`config.mk`:
```
export PLATFORM = sky130hd
export DESIGN_NAME = fft_stage_scheduler_flat
export DESIGN_NICKNAME = d
export VERILOG_FILES = /design/src/rtl/fft_stage_scheduler_if.sv /design/src/rtl/fft_stage_scheduler.sv /design/src/flat_wrapper.sv
export SDC_FILE = /design/constraint.sdc
export NUM_CORES = 1
export LEC_CHECK = 0
export BUFFER_PORTS_ARGS = -buffer_cell sky130_fd_sc_hd__buf_2
export CAP_MARGIN = 0
export CORE_ASPECT_RATIO = 0.7
export CORE_UTILIZATION = 53
export CTS_BUF_LIST = sky130_fd_sc_hd__clkbuf_8
export DETAILED_ROUTE_END_ITERATION = 8
export MAX_ROUTING_LAYER = met4
export PLACE_DENSITY = 0.77
export SYNTH_ARGS = -nofsm -noshare
export SYNTH_HDL_FRONTEND = slang
export SYNTH_SLANG_ARGS = --single-unit
```
`constraint.sdc`:
```
create_clock -name clk -period 2.9 [get_ports clk]
set_clock_uncertainty 0.15 [all_clocks]
set_input_delay 0.29 -clock clk [delete_from_list [all_inputs] [get_ports clk]]
set_output_delay 0.29 -clock clk [all_outputs]
set_load 0.01 [all_outputs]
```
`src/rtl/fft_stage_scheduler_if.sv`:
```
`default_nettype none
// ============================================================================
//  Module   : fft_stage_scheduler_if
//  Purpose  : Control and RAM-address bus of the FFT stage scheduler.
//             The master side (control logic) drives en/start. The slave
//             side (the scheduler) drives status, read/twiddle issue and
//             write-back signals.
//  Revision : 1.0  initial release
// ============================================================================
interface fft_stage_scheduler_if #(
    parameter int N_LOG2 = 4
);
    localparam int AW = N_LOG2;

    logic          en;
    logic          start;
    logic          busy;
    logic          done;
    logic          rd_en;
    logic [AW-1:0] rd_addr0;
    logic [AW-1:0] rd_addr1;
    logic [AW-2:0] tw_idx;
    logic [1:0]    bf_sel;
    logic          wr_en;
    logic [AW-1:0] wr_addr0;
    logic [AW-1:0] wr_addr1;

    modport master (
        output en, start,
        input  busy, done, rd_en, rd_addr0, rd_addr1, tw_idx, bf_sel,
               wr_en, wr_addr0, wr_addr1
    );

    modport slave (
        input  en, start,
        output busy, done, rd_en, rd_addr0, rd_addr1, tw_idx, bf_sel,
               wr_en, wr_addr0, wr_addr1
    );
endinterface
`default_nettype wire

```
`src/rtl/fft_stage_scheduler.sv`:
```
`default_nettype none
// ============================================================================
//  Module   : fft_stage_scheduler
//  Purpose  : Sequences an in-place radix-2 DIT FFT of 2**N_LOG2 points.
//             Issues one butterfly (two read addresses, twiddle index,
//             butterfly type) per enabled RUN cycle. Write-back addresses
//             trail the reads by RD_LATENCY+BF_LATENCY enabled cycles.
//             A DRAIN phase of the same length separates stages so that the
//             last write of a stage lands before the next stage reads.
//  Options  : FFT_SCHED_STATUS_EN adds the stage_done and cur_stage outputs.
//  Revision : 1.0  initial release
// ============================================================================
module fft_stage_scheduler #(
    parameter int N_LOG2     = 4,
    parameter int RD_LATENCY = 1,
    parameter int BF_LATENCY = 1
) (
    input  logic                        clk,
    input  logic                        rst,
    fft_stage_scheduler_if.slave        bus
`ifdef FFT_SCHED_STATUS_EN
    ,
    output logic                        stage_done,
    output logic [$clog2(N_LOG2)-1:0]   cur_stage
`endif
);

    localparam int AW   = N_LOG2;
    localparam int D    = RD_LATENCY + BF_LATENCY;
    localparam int HALF = 1 << (N_LOG2 - 1);
    localparam int SW   = $clog2(N_LOG2);
    localparam int DW   = $clog2(D + 1);
    localparam logic [AW-2:0] TW_QUARTER = (AW-1)'(1 << (N_LOG2 - 2));

    typedef enum logic [1:0] {
        IDLE  = 2'd0,
        RUN   = 2'd1,
        DRAIN = 2'd2,
        DONE  = 2'd3
    } state_t;

    typedef struct packed {
        logic [AW-1:0] a0;
        logic [AW-1:0] a1;
        logic [AW-2:0] tw;
        logic [1:0]    sel;
    } issue_t;

    state_t        state;
    logic [AW-2:0] k;
    logic [SW-1:0] stage;
    logic [DW-1:0] dcnt;
    issue_t        iss;
    issue_t        nxt;
    logic [SW-1:0] nxt_s;
    logic [AW-2:0] nxt_k;

    logic [D-1:0]           dl_en;
    logic [D-1:0][AW-1:0]   dl_a0;
    logic [D-1:0][AW-1:0]   dl_a1;

    // Butterfly k of stage s: the upper leg is k with a zero inserted at bit
    // position s, the lower leg sits one span above it.
    function automatic issue_t calc_issue(input logic [SW-1:0] s,
                                          input logic [AW-2:0] kk);
        logic [AW-1:0] kx;
        logic [AW-1:0] span;
        logic [AW-1:0] pos;
        int            sh;
        issue_t        r;
        kx    = {1'b0, kk};
        span  = AW'(1) << s;
        pos   = kx & (span - AW'(1));
        r.a0  = (((kx >> s) << s) << 1) | pos;
        r.a1  = r.a0 + span;
        sh    = N_LOG2 - 1 - int'(s);
        r.tw  = (AW-1)'(pos << sh);
        if (r.tw == '0)
            r.sel = 2'd0;
        else if (r.tw == TW_QUARTER)
            r.sel = 2'd1;
        else
            r.sel = 2'd2;
        return r;
    endfunction

    // Butterfly that becomes current after the next enabled edge.
    always_comb begin
        nxt_s = stage;
        nxt_k = k + 1'b1;
        if (state == IDLE) begin
            nxt_s = '0;
            nxt_k = '0;
        end else if (state == DRAIN) begin
            nxt_s = stage + 1'b1;
            nxt_k = '0;
        end
        nxt = calc_issue(nxt_s, nxt_k);
    end

    // Stage/butterfly sequencer; issue registers load whenever RUN is entered
    // or advances, so they hold through en=0 and DRAIN.
    always_ff @(posedge clk or posedge rst) begin
        if (rst) begin
            state <= IDLE;
            k     <= '0;
            stage <= '0;
            dcnt  <= '0;
            iss   <= '0;
        end else if (bus.en) begin
            case (state)
                IDLE: begin
                    if (bus.start) begin
                        state <= RUN;
                        k     <= '0;
                        stage <= '0;
                        iss   <= nxt;
                    end
                end
                RUN: begin
                    if (k == (AW-1)'(HALF - 1)) begin
                        state <= DRAIN;
                        k     <= '0;
                        dcnt  <= '0;
                    end else begin
                        k     <= k + 1'b1;
                        iss   <= nxt;
                    end
                end
                DRAIN: begin
                    if (dcnt == DW'(D - 1)) begin
                        dcnt <= '0;
                        if (stage == SW'(N_LOG2 - 1)) begin
                            state <= DONE;
                            stage <= '0;
                        end else begin
                            state <= RUN;
                            stage <= stage + 1'b1;
                            iss   <= nxt;
                        end
                    end else begin
                        dcnt <= dcnt + 1'b1;
                    end
                end
                default: begin
                    state <= IDLE;
                end
            endcase
        end
    end

    // Write-back delay line: advances only on enabled cycles so writes stay
    // aligned with the data that the RAM and butterfly pipeline hold.
    always_ff @(posedge clk or posedge rst) begin
        if (rst) begin
            dl_en <= '0;
            dl_a0 <= '0;
            dl_a1 <= '0;
        end else if (bus.en) begin
            dl_en[0] <= bus.rd_en;
            dl_a0[0] <= iss.a0;
            dl_a1[0] <= iss.a1;
            for (int i = 1; i < D; i++) begin
                dl_en[i] <= dl_en[i-1];
                dl_a0[i] <= dl_a0[i-1];
                dl_a1[i] <= dl_a1[i-1];
            end
        end
    end

    assign bus.busy     = (state == RUN) || (state == DRAIN);
    assign bus.done     = (state == DONE) && bus.en;
    assign bus.rd_en    = (state == RUN) && bus.en;
    assign bus.rd_addr0 = iss.a0;
    assign bus.rd_addr1 = iss.a1;
    assign bus.tw_idx   = iss.tw;
    assign bus.bf_sel   = iss.sel;
    assign bus.wr_en    = dl_en[D-1] && bus.en;
    assign bus.wr_addr0 = dl_a0[D-1];
    assign bus.wr_addr1 = dl_a1[D-1];

`ifdef FFT_SCHED_STATUS_EN
    assign stage_done = (state == DRAIN) && (dcnt == DW'(D - 1)) && bus.en;
    assign cur_stage  = stage;
`endif

endmodule
`default_nettype wire

```
`src/flat_wrapper.sv`:
```
// flat-port wrapper written by rule: the top's interface ports become plain ports
module fft_stage_scheduler_flat 
#(
    parameter int N_LOG2     = 4,
    parameter int RD_LATENCY = 1,
    parameter int BF_LATENCY = 1
)
  (clk, rst, bus_en, bus_start, bus_busy, bus_done, bus_rd_en, bus_rd_addr0, bus_rd_addr1, bus_tw_idx, bus_bf_sel, bus_wr_en, bus_wr_addr0, bus_wr_addr1);
  fft_stage_scheduler_if #(.N_LOG2(N_LOG2)) bus_i ();
  input  logic clk;
  input  logic rst;
  input wire logic [$bits(bus_i.en)-1:0] bus_en;
  input wire logic [$bits(bus_i.start)-1:0] bus_start;
  output wire logic [$bits(bus_i.busy)-1:0] bus_busy;
  output wire logic [$bits(bus_i.done)-1:0] bus_done;
  output wire logic [$bits(bus_i.rd_en)-1:0] bus_rd_en;
  output wire logic [$bits(bus_i.rd_addr0)-1:0] bus_rd_addr0;
  output wire logic [$bits(bus_i.rd_addr1)-1:0] bus_rd_addr1;
  output wire logic [$bits(bus_i.tw_idx)-1:0] bus_tw_idx;
  output wire logic [$bits(bus_i.bf_sel)-1:0] bus_bf_sel;
  output wire logic [$bits(bus_i.wr_en)-1:0] bus_wr_en;
  output wire logic [$bits(bus_i.wr_addr0)-1:0] bus_wr_addr0;
  output wire logic [$bits(bus_i.wr_addr1)-1:0] bus_wr_addr1;
  assign bus_i.en = bus_en;
  assign bus_i.start = bus_start;
  assign bus_busy = bus_i.busy;
  assign bus_done = bus_i.done;
  assign bus_rd_en = bus_i.rd_en;
  assign bus_rd_addr0 = bus_i.rd_addr0;
  assign bus_rd_addr1 = bus_i.rd_addr1;
  assign bus_tw_idx = bus_i.tw_idx;
  assign bus_bf_sel = bus_i.bf_sel;
  assign bus_wr_en = bus_i.wr_en;
  assign bus_wr_addr0 = bus_i.wr_addr0;
  assign bus_wr_addr1 = bus_i.wr_addr1;
  fft_stage_scheduler #(.N_LOG2(N_LOG2), .RD_LATENCY(RD_LATENCY), .BF_LATENCY(BF_LATENCY)) u_core (.clk(clk), .rst(rst), .bus(bus_i));
endmodule
```
Word-level counts from Yosys, hierarchy flattened
Cells that the tools add are included.
Widths: inputs -> output; s select.
- bitwise logic cells: 2
- mux-type cells: 26
- shift-type cells: 4
- equality and inequality tests: 12
- $add $sub $neg: 6
- reduce and logical (&&, ||, !) cells: 15
- operators with widths (kind ; number):
    $mux 13 ; 4
    $pmux 13 s3 ; 1
    $shl 4x32->3 ; 1
    $mux 2 ; 13
    $mux 3 ; 4
    $ne 2x2->1 const B ; 4
    $pmux 2 s2 ; 2
    $reduce_and 4->1 ; 2
    $eq 2x2->1 const B ; 3
    $eq 3x3->1 const B ; 2
    $pmux 2 s3 ; 1
    $pmux 3 s2 ; 1
    $reduce_and 3->1 ; 2
    $reduce_and 6->1 ; 1
    $reduce_bool 2->1 ; 3
    $add 2x1->2 const B ; 2
    $add 4x4->4 ; 1
    $and 3x4->4 ; 1
    $eq 2x1->1 const B ; 2
    $or 4x4->4 ; 1
    $shl 1x2->4 const A ; 1
    $shl 4x2->3 ; 1
    $shr 3x2->4 ; 1
    $sub 4x1->4 const B ; 1
    other kinds (8) ; 10
- input bits: 4
- bits in registers: 40
- output and inout bits: 25
- logic and storage cells: 78

Depth between registers and ports, before layout
- word-level depth: 13
- gate-level depth with buffers: 10
- depth with buffers taken out: 9

Worst setup path after synthesis
Ideal clock, no wire load.
- kind: flip-flop to flip-flop
- start: register u_core.state[0]
- end: register u_core.iss, in the netlist u_core.bus.rd_addr1[2]
- library setup time: 0.125 ns
- arrival: 2.455 ns
- required time: 2.625 ns
- clock period less this slack: 2.730 ns
- path slack: 0.170 ns
- stages on the path, launching flop included: 10
- path buffers: 1
- cells stage by stage: dfrtp_1 -> inv_1 -> ha_1 -> buf_2 -> mux2i_1 -> nor2_1 -> mux2i_1 -> fa_1 -> xor2_1 -> mux2_2
- RTL lines (item ; line ; source):
    start: declaration ; fft_stage_scheduler.sv:49 ; state_t state;
    start signal: assignment ; fft_stage_scheduler.sv:105 ; state <= IDLE;
    start signal: assignment ; fft_stage_scheduler.sv:114 ; state <= RUN;
    start signal: assignment ; fft_stage_scheduler.sv:122 ; state <= DRAIN;
    end signal: assignment ; fft_stage_scheduler.sv:117 ; iss <= nxt;
    end signal: assignment ; fft_stage_scheduler.sv:127 ; iss <= nxt;
    end signal: assignment ; fft_stage_scheduler.sv:139 ; iss <= nxt;
    end: declaration ; fft_stage_scheduler.sv:53 ; issue_t iss;

==> results.toml <==
[outcome]
status = "complete, no violations"

[floorplanning]
core_region_area_um2 = 3671
die_h_um = 54.85
die_w_um = 77.50
io-pin-count = 29
die-area_um2 = 4250
rows = 18
start_util_pct = 57.60

[logic_synthesis]
synth_top_cell_area_share_pct = 47.34
synth.avg_cell_area_um2 = 12.22
synthCells = 173
synth_nets = 189
synth_cell_type_count = 47
async_flop_share_pct = 100.0
synth-seq-cells = 40
yosys_warnings = 0
syn-cell-area_um2 = 2115
ys_seq_area_share_pct = 47.34
synthFlopType = "dfrtp_1"
synthTopCellsByArea = "dfrtp_1, mux2_2, ha_1"
synth_top_area_cell = "dfrtp_1"
synth_edf_count = 0

[detailed_routing]
drt_pre_antenna_iters = 4
drt_iter0_drc = 88
via_per_inst = 5.651
wl_per_cell_um = 16.35
ant_nets = 0
vias = 1424
drt_drc_violations_left = 0
wirelength_um = 4120

[timing]
worst_hold_slack_ps = 356.4
rsz0062_at_grt = "false"
min_period_ps = 2751
fin_ws_ps = 149.4
fin_crit_sh_pct = 94.85
finalSetupTns_ps = 0
final-hold-violation-count = 0
fmax_mhz = 363.6
slew_viol_final = 0
finalSetupViolCount = 0

[power]
peakVddDrop_mv = 0.5616
power.density_nw_per_um2 = 1033
leakage_nw = 1.180

[setup_path]
cp-startpoint = "u_core.state[0]$_DFFE_PP0P_"
crit_fanout = 7
worst-setup-path-type = "flop to flop"
required_ps = 2930
endpoint_kind = "flop"
worstReg2RegStart = "u_core.state[0]$_DFFE_PP0P_"
worstPathArrival_ps = 2780
startpoint_type = "flop"

[place]
hpwl_um = 3008
portBuffers = 28
pre_cts_ws_ps = 19.46
gp_congestion = 0.9579

[global_route]
grt_max_degree = 41
grtUsageMet1_pct = 28.39
grt_pass1_wl_um = 6555
grt_util_all_layers_pct = 21.83
grt_pass1_vias = 1330
grt_overflow = 0
grtUsageMet3_pct = 6.500
antenna_found_initial = 0
busiest_layer = "met2"
met2_usage_pct = 33.04

[cts]
clk_latency_ps = 300
htreeDepth = 2
cts_buffer_depth = 2
cts_tree = "yes"
clock_sink_count = 40
cts_root_buffer = "clkbuf_8"
cts_buffers = 5
clk_pin_slew_worst_paths_ps = 80
postCtsSetupBuffers = 0

[layout]
layout.nets = 217
final_util_pct = 65.54
n_antenna_cell = 0
final_cell_mix = "dfrtp_1, buf_2, mux2_2"
nFillCells = 272
final_common_cell = "dfrtp_1"
area_growth_syn_to_layout_pct = 13.79
drive_gt1_share_pct = 38.12

[min_path]
min_path_type = "flop to flop"
hp-start = "u_core.bus.bf_sel[0]$_DFFE_PP0P_"

[flow_run]
cap_violations = 0
==> Yosys cell counts (2+ instances only) <==
cell       count
a211o_1        2
a21oi_1        4
a32o_1         5
and2_1         4
buf_1          2
buf_2          4
buf_4          8
dfrtp_1       40
ha_1          11
inv_1          6
mux2_2        26
mux2i_1        3
nand2_1        2
nand2b_1       3
nand3_1        3
nor2_1         6
nor2b_1        2
o211a_1        2
o21ai_0        5
o2bb2ai_1      2
o31ai_1        2
or3_1          4
or3b_4         2
xnor2_1        2
==> through the flow <==
stage	std cells	power, mW	area, um^2
2_1_floorplan	173	1.720	2115
5_1_grt	252	2.656	2406
3_3_place_gp	243	1.944	2275
3_5_place_dp	243	2.017	2275
6_report	252	2.486	2406
4_1_cts	252	2.489	2404
==> layout make-up <==
cell class              instances  area (um^2)  share of cell area, %
inverters                       6        22.52                 0.9360
clock inverters                 3        46.29                  1.924
flip-flops and latches         40         1001                  41.60
well taps                      50        62.56                  2.600
clock buffers                   5        68.82                  2.860
repair buffers                 37        210.2                  8.736
multi-input cells             111        994.7                  41.34
==> routing by layer <==
metal / vias up / share of wire (%) / wire length, um
li1: 674 / - / -
met1: 692 / 47 / 1931
met2: 50 / 46 / 1894
met3: 8 / 5.5 / 227
met4: 0 / 1.7 / 68
met5: - / 0 / 0
==> sequential cells by signal, summed over array words and instances, names as in the netlist <==
register	flops
u_core.stage	2
u_core.bus.rd_addr0	4
u_core.k	3
u_core.dcnt	2
u_core.dl_a0	4
u_core.dl_a1	4
u_core.dl_en	2
u_core.bus.rd_addr1	4
u_core.bus.wr_addr1	4
u_core.bus.wr_addr0	4
u_core.state	2
u_core.bus.tw_idx	3
u_core.bus.bf_sel	2
==> cells by family after synthesis <==
logic type                 share of synthesized area [%]
AOI/OAI and AO/OA                                  14.32
xor gates and xnor gates                           1.243
adders and majority gates                          7.456
buffers and inverters                              5.917
DFF                                                47.34
muxes                                              15.27
other                                             0.1773
and+or+nand+nor                                    8.284
==> path summary, 6_finish.rpt <==
kind                                                            to  slack [ps]  cells after the start
max in group asynchronous         u_core.bus.tw_idx[1]$_DFFE_PP0P_        1760                      4
worst min register to register    u_core.bus.bf_sel[0]$_DFFE_PP0P_         360                      1
worst max register to register  u_core.bus.rd_addr1[2]$_DFFE_PP0P_         150                      8
worst min-delay path              u_core.bus.bf_sel[0]$_DFFE_PP0P_         360                      1
min in group asynchronous       u_core.bus.wr_addr0[3]$_DFFE_PP0P_         500                      4
worst max-delay path            u_core.bus.rd_addr1[2]$_DFFE_PP0P_         150                      8
==> worst max-delay path: stages, from the launching register on <==
cell and delay (ps):
dfrtp_1 390, inv_1 140, ha_2 310, mux2i_2 380, nor2_1 170, mux2i_1 210
fa_1 460, xor2_1 150, mux2_2 260
==> what timing repair did <==
item                                    4_1_cts  5_1_grt
resized for setup                             1        1
cloned                                        0        0
hold endpoints to repair                     40        0
hold buffers                                  1        0
endpoints found under the setup margin        1        3
==> power breakdown <==
part	switching, mW	internal (mW)	total (mW)
Combinational	0.603	0.529	1.13
Clock	0.202	0.259	0.461
Sequential	0.131	0.762	0.893
No activity file was read; power rests on OpenSTA's default activity.
